==> src/rtl/issue_dispatch_ctrl_if.sv <==
// Dispatch-side bus between rename, the dispatch controller and the issue queue.
// Controller is the slave; rename/issue-queue side is the master.
interface issue_dispatch_ctrl_if #(
  parameter int unsigned SIZE    = 32,
  parameter int unsigned WIDTH_I = 35
);
  localparam int unsigned WIDTH_CNT = $clog2(SIZE) + 1;

  logic [WIDTH_I-1:0]   i_inst1;
  logic [WIDTH_I-1:0]   i_inst2;
  logic [WIDTH_I-1:0]   i_inst3;
  logic [WIDTH_I-1:0]   i_inst4;
  logic [3:0]           i_valid;
  logic                 o_ready;
  logic [WIDTH_I-1:0]   o_inst1;
  logic [WIDTH_I-1:0]   o_inst2;
  logic [WIDTH_I-1:0]   o_inst3;
  logic [WIDTH_I-1:0]   o_inst4;
  logic                 o_en;
  logic [1:0]           i_issue;
  logic                 i_flush;
  logic [WIDTH_CNT-1:0] o_count;
  logic                 o_full;
  logic                 o_empty;

  modport master (
    output i_inst1, i_inst2, i_inst3, i_inst4, i_valid, i_issue, i_flush,
    input  o_ready, o_inst1, o_inst2, o_inst3, o_inst4, o_en, o_count, o_full, o_empty
  );

  modport slave (
    input  i_inst1, i_inst2, i_inst3, i_inst4, i_valid, i_issue, i_flush,
    output o_ready, o_inst1, o_inst2, o_inst3, o_inst4, o_en, o_count, o_full, o_empty
  );
endinterface

==> src/rtl/issue_dispatch_ctrl.sv <==
// Dispatch controller: gates rename groups into the issue queue by free slots,
// holds a stalled group in a skid register, sequences flush. Option: DISPATCH_COMPACT_EN.
module issue_dispatch_ctrl #(
  parameter int unsigned SIZE    = 32,
  parameter int unsigned WIDTH_I = 35
) (
  input logic                  i_clk,
  input logic                  i_rst_n,
  issue_dispatch_ctrl_if.slave bus
);
  localparam int unsigned WIDTH_CNT = $clog2(SIZE) + 1;
  localparam int unsigned WIDTH_SUM = WIDTH_CNT + 1;
  localparam int unsigned LANES     = 4;

  typedef enum logic [1:0] {PASS, HOLD, FLUSH} state_t;

  state_t               state_q, state_d;
  logic [WIDTH_CNT-1:0] count_q, count_d;
  logic                 full_q, empty_q;
  logic [WIDTH_I-1:0]   skid_inst_q [LANES];
  logic [3:0]           skid_valid_q;

  logic [WIDTH_I-1:0]   in_lane  [LANES];
  logic [WIDTH_I-1:0]   src_lane [LANES];
  logic [WIDTH_I-1:0]   out_lane [LANES];
  logic [3:0]           src_valid;
  logic [2:0]           n_pop, n_gate;
  logic [WIDTH_CNT-1:0] free;
  logic                 fits;
  logic                 en_c, ready_c, capture, clear_skid;
  logic [WIDTH_SUM-1:0] sum;
  logic [1:0]           dec;
`ifdef DISPATCH_COMPACT_EN
  logic [1:0]           slot;
`endif

  assign in_lane[0] = bus.i_inst1;
  assign in_lane[1] = bus.i_inst2;
  assign in_lane[2] = bus.i_inst3;
  assign in_lane[3] = bus.i_inst4;

  // Group under consideration: live lanes, or the held group while stalled.
  always_comb begin
    src_valid = (state_q == HOLD) ? skid_valid_q : bus.i_valid;
    for (int unsigned k = 0; k < LANES; k++) begin
      src_lane[k] = (state_q == HOLD) ? skid_inst_q[k] : in_lane[k];
    end
  end

  assign n_pop = 3'($countones(src_valid));
`ifdef DISPATCH_COMPACT_EN
  assign n_gate = n_pop;
`else
  assign n_gate = 3'd4;
`endif
  assign free = WIDTH_CNT'(SIZE) - count_q;
  assign fits = free >= WIDTH_CNT'(n_gate);

  // Lane shaping; invalid lanes always leave as zero words.
  always_comb begin
    for (int unsigned k = 0; k < LANES; k++) begin
      out_lane[k] = '0;
    end
`ifdef DISPATCH_COMPACT_EN
    slot = '0;
    for (int unsigned k = 0; k < LANES; k++) begin
      if (src_valid[k]) begin
        out_lane[slot] = src_lane[k];
        slot           = slot + 2'd1;
      end
    end
`else
    for (int unsigned k = 0; k < LANES; k++) begin
      out_lane[k] = src_valid[k] ? src_lane[k] : '0;
    end
`endif
    if (!i_rst_n) begin
      for (int unsigned k = 0; k < LANES; k++) begin
        out_lane[k] = '0;
      end
    end
  end

  always_comb begin
    state_d    = state_q;
    en_c       = 1'b0;
    ready_c    = 1'b0;
    capture    = 1'b0;
    clear_skid = 1'b0;
    unique case (state_q)
      PASS: begin
        ready_c = 1'b1;
        if (|bus.i_valid) begin
          if (fits) begin
            en_c = 1'b1;
          end else begin
            capture = 1'b1;
            state_d = HOLD;
          end
        end
      end
      HOLD: begin
        if (fits) begin
          en_c    = 1'b1;
          state_d = PASS;
        end
      end
      FLUSH: begin
        clear_skid = 1'b1;
        state_d    = PASS;
      end
      default: state_d = PASS;
    endcase
    if (bus.i_flush) begin
      state_d    = FLUSH;
      en_c       = 1'b0;
      ready_c    = 1'b0;
      capture    = 1'b0;
      clear_skid = 1'b1;
    end
    // Outputs show reset values as soon as reset asserts, not at the next edge.
    if (!i_rst_n) begin
      en_c    = 1'b0;
      ready_c = 1'b1;
      capture = 1'b0;
    end
  end

  // Occupancy: inserts add, issue fires subtract (saturating at zero).
  always_comb begin
    sum = WIDTH_SUM'(count_q) + WIDTH_SUM'(en_c ? n_pop : 3'd0);
    dec = 2'($countones(bus.i_issue));
    if (state_q == FLUSH) begin
      count_d = '0;
    end else if (bus.i_flush) begin
      count_d = count_q;
    end else if (sum < WIDTH_SUM'(dec)) begin
      count_d = '0;
    end else begin
      count_d = WIDTH_CNT'(sum - WIDTH_SUM'(dec));
    end
  end

  always_ff @(posedge i_clk or negedge i_rst_n) begin
    if (!i_rst_n) begin
      state_q <= PASS;
      count_q <= '0;
      full_q  <= 1'b0;
      empty_q <= 1'b1;
    end else begin
      state_q <= state_d;
      count_q <= count_d;
      full_q  <= count_d > WIDTH_CNT'(SIZE - 4);
      empty_q <= count_d == '0;
    end
  end

  always_ff @(posedge i_clk or negedge i_rst_n) begin
    if (!i_rst_n) begin
      skid_valid_q <= '0;
      for (int unsigned k = 0; k < LANES; k++) skid_inst_q[k] <= '0;
    end else if (clear_skid) begin
      skid_valid_q <= '0;
      for (int unsigned k = 0; k < LANES; k++) skid_inst_q[k] <= '0;
    end else if (capture) begin
      skid_valid_q <= bus.i_valid;
      for (int unsigned k = 0; k < LANES; k++) skid_inst_q[k] <= in_lane[k];
    end
  end

  assign bus.o_ready = ready_c;
  assign bus.o_en    = en_c;
  assign bus.o_inst1 = out_lane[0];
  assign bus.o_inst2 = out_lane[1];
  assign bus.o_inst3 = out_lane[2];
  assign bus.o_inst4 = out_lane[3];
  assign bus.o_count = count_q;
  assign bus.o_full  = full_q;
  assign bus.o_empty = empty_q;

`ifndef SYNTHESIS
  always @(posedge i_clk) begin
    if (i_rst_n && state_q != FLUSH && !bus.i_flush) begin
      assert (!(count_q == '0 && |bus.i_issue))
        else $error("issue_dispatch_ctrl: issue fired with empty issue queue");
    end
  end
`endif
endmodule
==> src/flat_wrapper.sv <==
// flat-port wrapper written by rule: the top's interface ports become plain ports
module issue_dispatch_ctrl_flat 
#(
  parameter int unsigned SIZE    = 32,
  parameter int unsigned WIDTH_I = 35
)
  (i_clk, i_rst_n, bus_i_inst1, bus_i_inst2, bus_i_inst3, bus_i_inst4, bus_i_valid, bus_i_issue, bus_i_flush, bus_o_ready, bus_o_inst1, bus_o_inst2, bus_o_inst3, bus_o_inst4, bus_o_en, bus_o_count, bus_o_full, bus_o_empty);
  issue_dispatch_ctrl_if #(.SIZE(SIZE), .WIDTH_I(WIDTH_I)) bus_i ();
  input logic i_clk;
  input logic i_rst_n;
  input wire logic [$bits(bus_i.i_inst1)-1:0] bus_i_inst1;
  input wire logic [$bits(bus_i.i_inst2)-1:0] bus_i_inst2;
  input wire logic [$bits(bus_i.i_inst3)-1:0] bus_i_inst3;
  input wire logic [$bits(bus_i.i_inst4)-1:0] bus_i_inst4;
  input wire logic [$bits(bus_i.i_valid)-1:0] bus_i_valid;
  input wire logic [$bits(bus_i.i_issue)-1:0] bus_i_issue;
  input wire logic [$bits(bus_i.i_flush)-1:0] bus_i_flush;
  output wire logic [$bits(bus_i.o_ready)-1:0] bus_o_ready;
  output wire logic [$bits(bus_i.o_inst1)-1:0] bus_o_inst1;
  output wire logic [$bits(bus_i.o_inst2)-1:0] bus_o_inst2;
  output wire logic [$bits(bus_i.o_inst3)-1:0] bus_o_inst3;
  output wire logic [$bits(bus_i.o_inst4)-1:0] bus_o_inst4;
  output wire logic [$bits(bus_i.o_en)-1:0] bus_o_en;
  output wire logic [$bits(bus_i.o_count)-1:0] bus_o_count;
  output wire logic [$bits(bus_i.o_full)-1:0] bus_o_full;
  output wire logic [$bits(bus_i.o_empty)-1:0] bus_o_empty;
  assign bus_i.i_inst1 = bus_i_inst1;
  assign bus_i.i_inst2 = bus_i_inst2;
  assign bus_i.i_inst3 = bus_i_inst3;
  assign bus_i.i_inst4 = bus_i_inst4;
  assign bus_i.i_valid = bus_i_valid;
  assign bus_i.i_issue = bus_i_issue;
  assign bus_i.i_flush = bus_i_flush;
  assign bus_o_ready = bus_i.o_ready;
  assign bus_o_inst1 = bus_i.o_inst1;
  assign bus_o_inst2 = bus_i.o_inst2;
  assign bus_o_inst3 = bus_i.o_inst3;
  assign bus_o_inst4 = bus_i.o_inst4;
  assign bus_o_en = bus_i.o_en;
  assign bus_o_count = bus_i.o_count;
  assign bus_o_full = bus_i.o_full;
  assign bus_o_empty = bus_i.o_empty;
  issue_dispatch_ctrl #(.SIZE(SIZE), .WIDTH_I(WIDTH_I)) u_core (.i_clk(i_clk), .i_rst_n(i_rst_n), .bus(bus_i));
endmodule
==> config.mk <==
export PLATFORM = sky130hd
export DESIGN_NAME = issue_dispatch_ctrl_flat
export DESIGN_NICKNAME = d
export VERILOG_FILES = /design/src/rtl/issue_dispatch_ctrl_if.sv /design/src/rtl/issue_dispatch_ctrl.sv /design/src/flat_wrapper.sv
export SDC_FILE = /design/constraint.sdc
export NUM_CORES = 1
export LEC_CHECK = 0
export ABC_AREA = 1
export BUFFER_PORTS_ARGS = -buffer_cell sky130_fd_sc_hd__buf_2
export CORE_MARGIN = 1
export CORE_UTILIZATION = 52
export CTS_CLUSTER_DIAMETER = 150
export DETAILED_ROUTE_END_ITERATION = 12
export PLACE_DENSITY = 0.82
export RECOVER_POWER = 50
export SLEW_MARGIN = 20
export SYNTH_ARGS = -nofsm -noshare
export SYNTH_HDL_FRONTEND = slang
export SYNTH_SLANG_ARGS = --single-unit
export TNS_END_PERCENT = 1
==> constraint.sdc <==
create_clock -name i_clk -period 4.8 [get_ports i_clk]
set_input_delay 0 -clock i_clk [delete_from_list [all_inputs] [get_ports i_clk]]
set_output_delay 0 -clock i_clk [all_outputs]
set_load 0.01 [all_outputs]
==> reports/qor.txt <==
clock skew: 12.8 ps
Final Hold Fails: 0
DIE WIDTH: 135 um
Routed Antenna Nets: 0
final worst-path cycle share: 0.833
Post-CTS Setup Inserts: 0
critical path startpoint category: flop
critical path arrival: 4320 ps
vias in the first global route: 9981
Setup TNS: 0 ps
first-pass GRT wire length: 49100 um
fin area: 12500 um^2
reg-to-reg startpoint: u_core.state_q[1]
top-area cell type share of the netlist area: 0.416
Required @ worst endpoint: 5120 ps
Site Rows: 48
DP Worst Slack: 807 ps
Avg Cell Area, Syn: 7.13 um^2
met3 demand-to-capacity share in global routing: 0.0739
max_slew headroom: -0.597
CTS Buffer Depth: 2
Final Max Tran Viols: 357
CP endpoint kind: flop
initial DRC count: 1236
drt wl/cell: 16.4 um
R2R cell count: 22
R2R Path End: u_core.bus.o_full
post-place instance area: 10600 um^2
unrepaired setup endpoints after global routing: false
maximum fanout along the worst path: 10
minimum clock period: 4000 ps
Hold Crit Class: input pin to async pin
flop2flop setup slack: 800 ps
DP HPWL: 16300 um
synthesis-to-finish area growth: 36.4%
Synthesized Nets: 1450
Worst-path clk slew: 70 ps
clk_lat worst skew: 430 ps
die height: 135 um
slowest CP cell: fa_1
antenna violations before repair: 0
H-Tree Depth: 4
Initial Util: 0.532
met2 usage: 0.541
Setup Viol. Count Final: 0
max-cap viol count: 4
Mapped Cells: 1289
Crit Path Class: flop to flop
Area contributors post-synth: dfrtp_1 (42%), nand3_1 (16%), nand2_1 (8.4%)
Remaining Overflow, GRT: 0
total leakage power: 0.00588 uW
Vias: 10700
ys async rst share: 1.00
area leader, netlist: dfrtp_1
routability cong.: 0.861
Ys Warns: 0
# nets final: 1819
area of the die: 18200 um^2
Peak VDD IR: 0.000233 V
PortBufs: 298
max frequency: 250 MHz
CTS tree: built
P per Cell Area: 266 nW/um^2
core area: 17300 um^2
Vias/cell: 5.67
number of iterations in the first detailed-routing pass: 5
Unique masters post-synth: 26
flops & latches, synth: 154
Clock Sinks: 154
failing checks: capacitance limit, slew limit
DRC Markers: 0
CTS Buf Count: 17
met1 global-route usage: 0.432
commonest cells in the netlist: nand3_1 (301), nand2_1 (206), inv_1 (183)
worst slew pin tran: 2400 ps
final total power: 3340 uW
Post-synth top flop: dfrtp_1
largest net degree at the start of global routing: 200
Total GRT Usage: 0.338
Final WS setup: 803 ps
I/O Pins: 299
count leader, synth: nand3_1
register area share after synthesis: 0.419
layout cells sized above 1: 0.174
Post-synth EDFFs: 0
Final Util: 0.725
Clock Tree Root: clkbuf_16
status: finished, violations left
Diodes inserted: 0
GRT busiest layer: met2
mapped cell area: 9190 um^2
worst path cell trace: inv_4 -> nand2_4 -> o21ai_0 -> ha_1 -> ha_1 -> inv_1 -> fa_1 -> nor2_1 -> fa_1 -> ha_1 -> nand2_1 -> nand2_1 -> nor2_1 -> nand3_1 -> nor2_1 -> nand2_1 -> nand2_1 -> nand2_1 -> nand2_1 -> nand2_1 -> nand3_1 -> nand2_1
Top cell by count, worst path: nand2_1
slowest stage delay, CP: 470 ps
Post-Route WL: 31100 um
## critical path, delay by kind of cell (launching register included)
kind / cells / cell delay (ps)
AOI/OAI and AO/OA: 1 / 280
adders and majority gates: 5 / 1670
buffers and inverters: 2 / 140
DFF: 1 / 410
and+or+nand+nor: 14 / 1410
## metal layers
| metal | part of all wire | up-vias |
|---|---|---|
| li1 | - | 4969 |
| met1 | 0.39 | 4918 |
| met2 | 0.48 | 730 |
| met3 | 0.093 | 130 |
| met4 | 0.041 | 0 |
| met5 | 0 | - |
## report_power, final
group	switching, uW	internal (uW)	total, uW
registers	22.1	1320	1340
clock network	577	800	1380
logic	374	242	616
total	973	2360	3340
## through the flow
| stage | instances | hold slack, ps |
|---|---|---|
| 6_report | 1896 | 77.3 |
| 5_1_grt | 1896 | 105 |
| 4_1_cts | 1896 | 75.9 |
| 3_5_place_dp | 1718 | -65.4 |
| 3_3_place_gp | 1718 | -70.8 |
| 2_1_floorplan | 1289 | -296 |
## placed cells by master (no fill, tap or decap), types with 2 or more instances in the layout
| cell | count |
|---|---|
| a21oi_1 | 141 |
| buf_2 | 227 |
| inv_6 | 2 |
| nand4_1 | 4 |
| dfrtp_1 | 152 |
| nand3_1 | 301 |
| nand2_1 | 205 |
| o21ai_1 | 50 |
| buf_4 | 11 |
| dlygate4sd3_1 | 146 |
| clkbuf_8 | 2 |
| ha_1 | 9 |
| fa_1 | 3 |
| clkbuf_16 | 17 |
| clkbuf_1 | 73 |
| nor2_1 | 16 |
| clkinvlp_4 | 3 |
| bufinv_16 | 2 |
| o21ai_0 | 94 |
| clkinv_4 | 4 |
| o21ai_2 | 10 |
| inv_1 | 183 |
## kinds of logic (layout without fill, tap and decap cells)
family / count (synthesis) / after routing / synth area share
AOI/OAI and AO/OA: 297 / 297 / 0.167
xor gates and xnor gates: 1 / 1 / 0.000953
adders and majority gates: 12 / 12 / 0.0188
buffers and inverters: 294 / 676 / 0.132
DFF: 154 / 154 / 0.419
and+or+nand+nor: 531 / 531 / 0.262
## registers in the layout (all words and copies together) (netlist names)
name                 count
u_core.bus.o_count       6
u_core.bus.o_empty       1
u_core.bus.o_full        1
u_core.skid_inst_q     140
u_core.skid_valid_q      4
u_core.state_q           2
## worst max path at each step
stage               depth (start not counted)  slack, ps         startpoint                endpoint
finish                                     22        800  u_core.state_q[1]       u_core.bus.o_full
detailed placement                         22        810  u_core.state_q[1]       u_core.bus.o_full
global placement                           23        980  u_core.state_q[1]      u_core.bus.o_empty
global route                                9        420  u_core.state_q[0]  u_core.skid_inst_q[50]
floorplan                                  23       1020  u_core.state_q[0]       u_core.bus.o_full
CTS                                        22        800  u_core.state_q[1]       u_core.bus.o_full
## layout make-up
class	count	area, um^2
clock buffers	20	457
clock inverters	12	140
fillers	1276	4760
inverters	185	697
multi-input cells	841	4130
flip-flops and latches	154	3860
well taps	225	282
repair buffers	459	2980
## timing repair
action	CTS	global route
endpoints found under the setup margin	0	0
hold buffers	146	0
endpoints found under the hold margin	172	0
resized for setup	0	0
(Power assumes the default switching activity.)
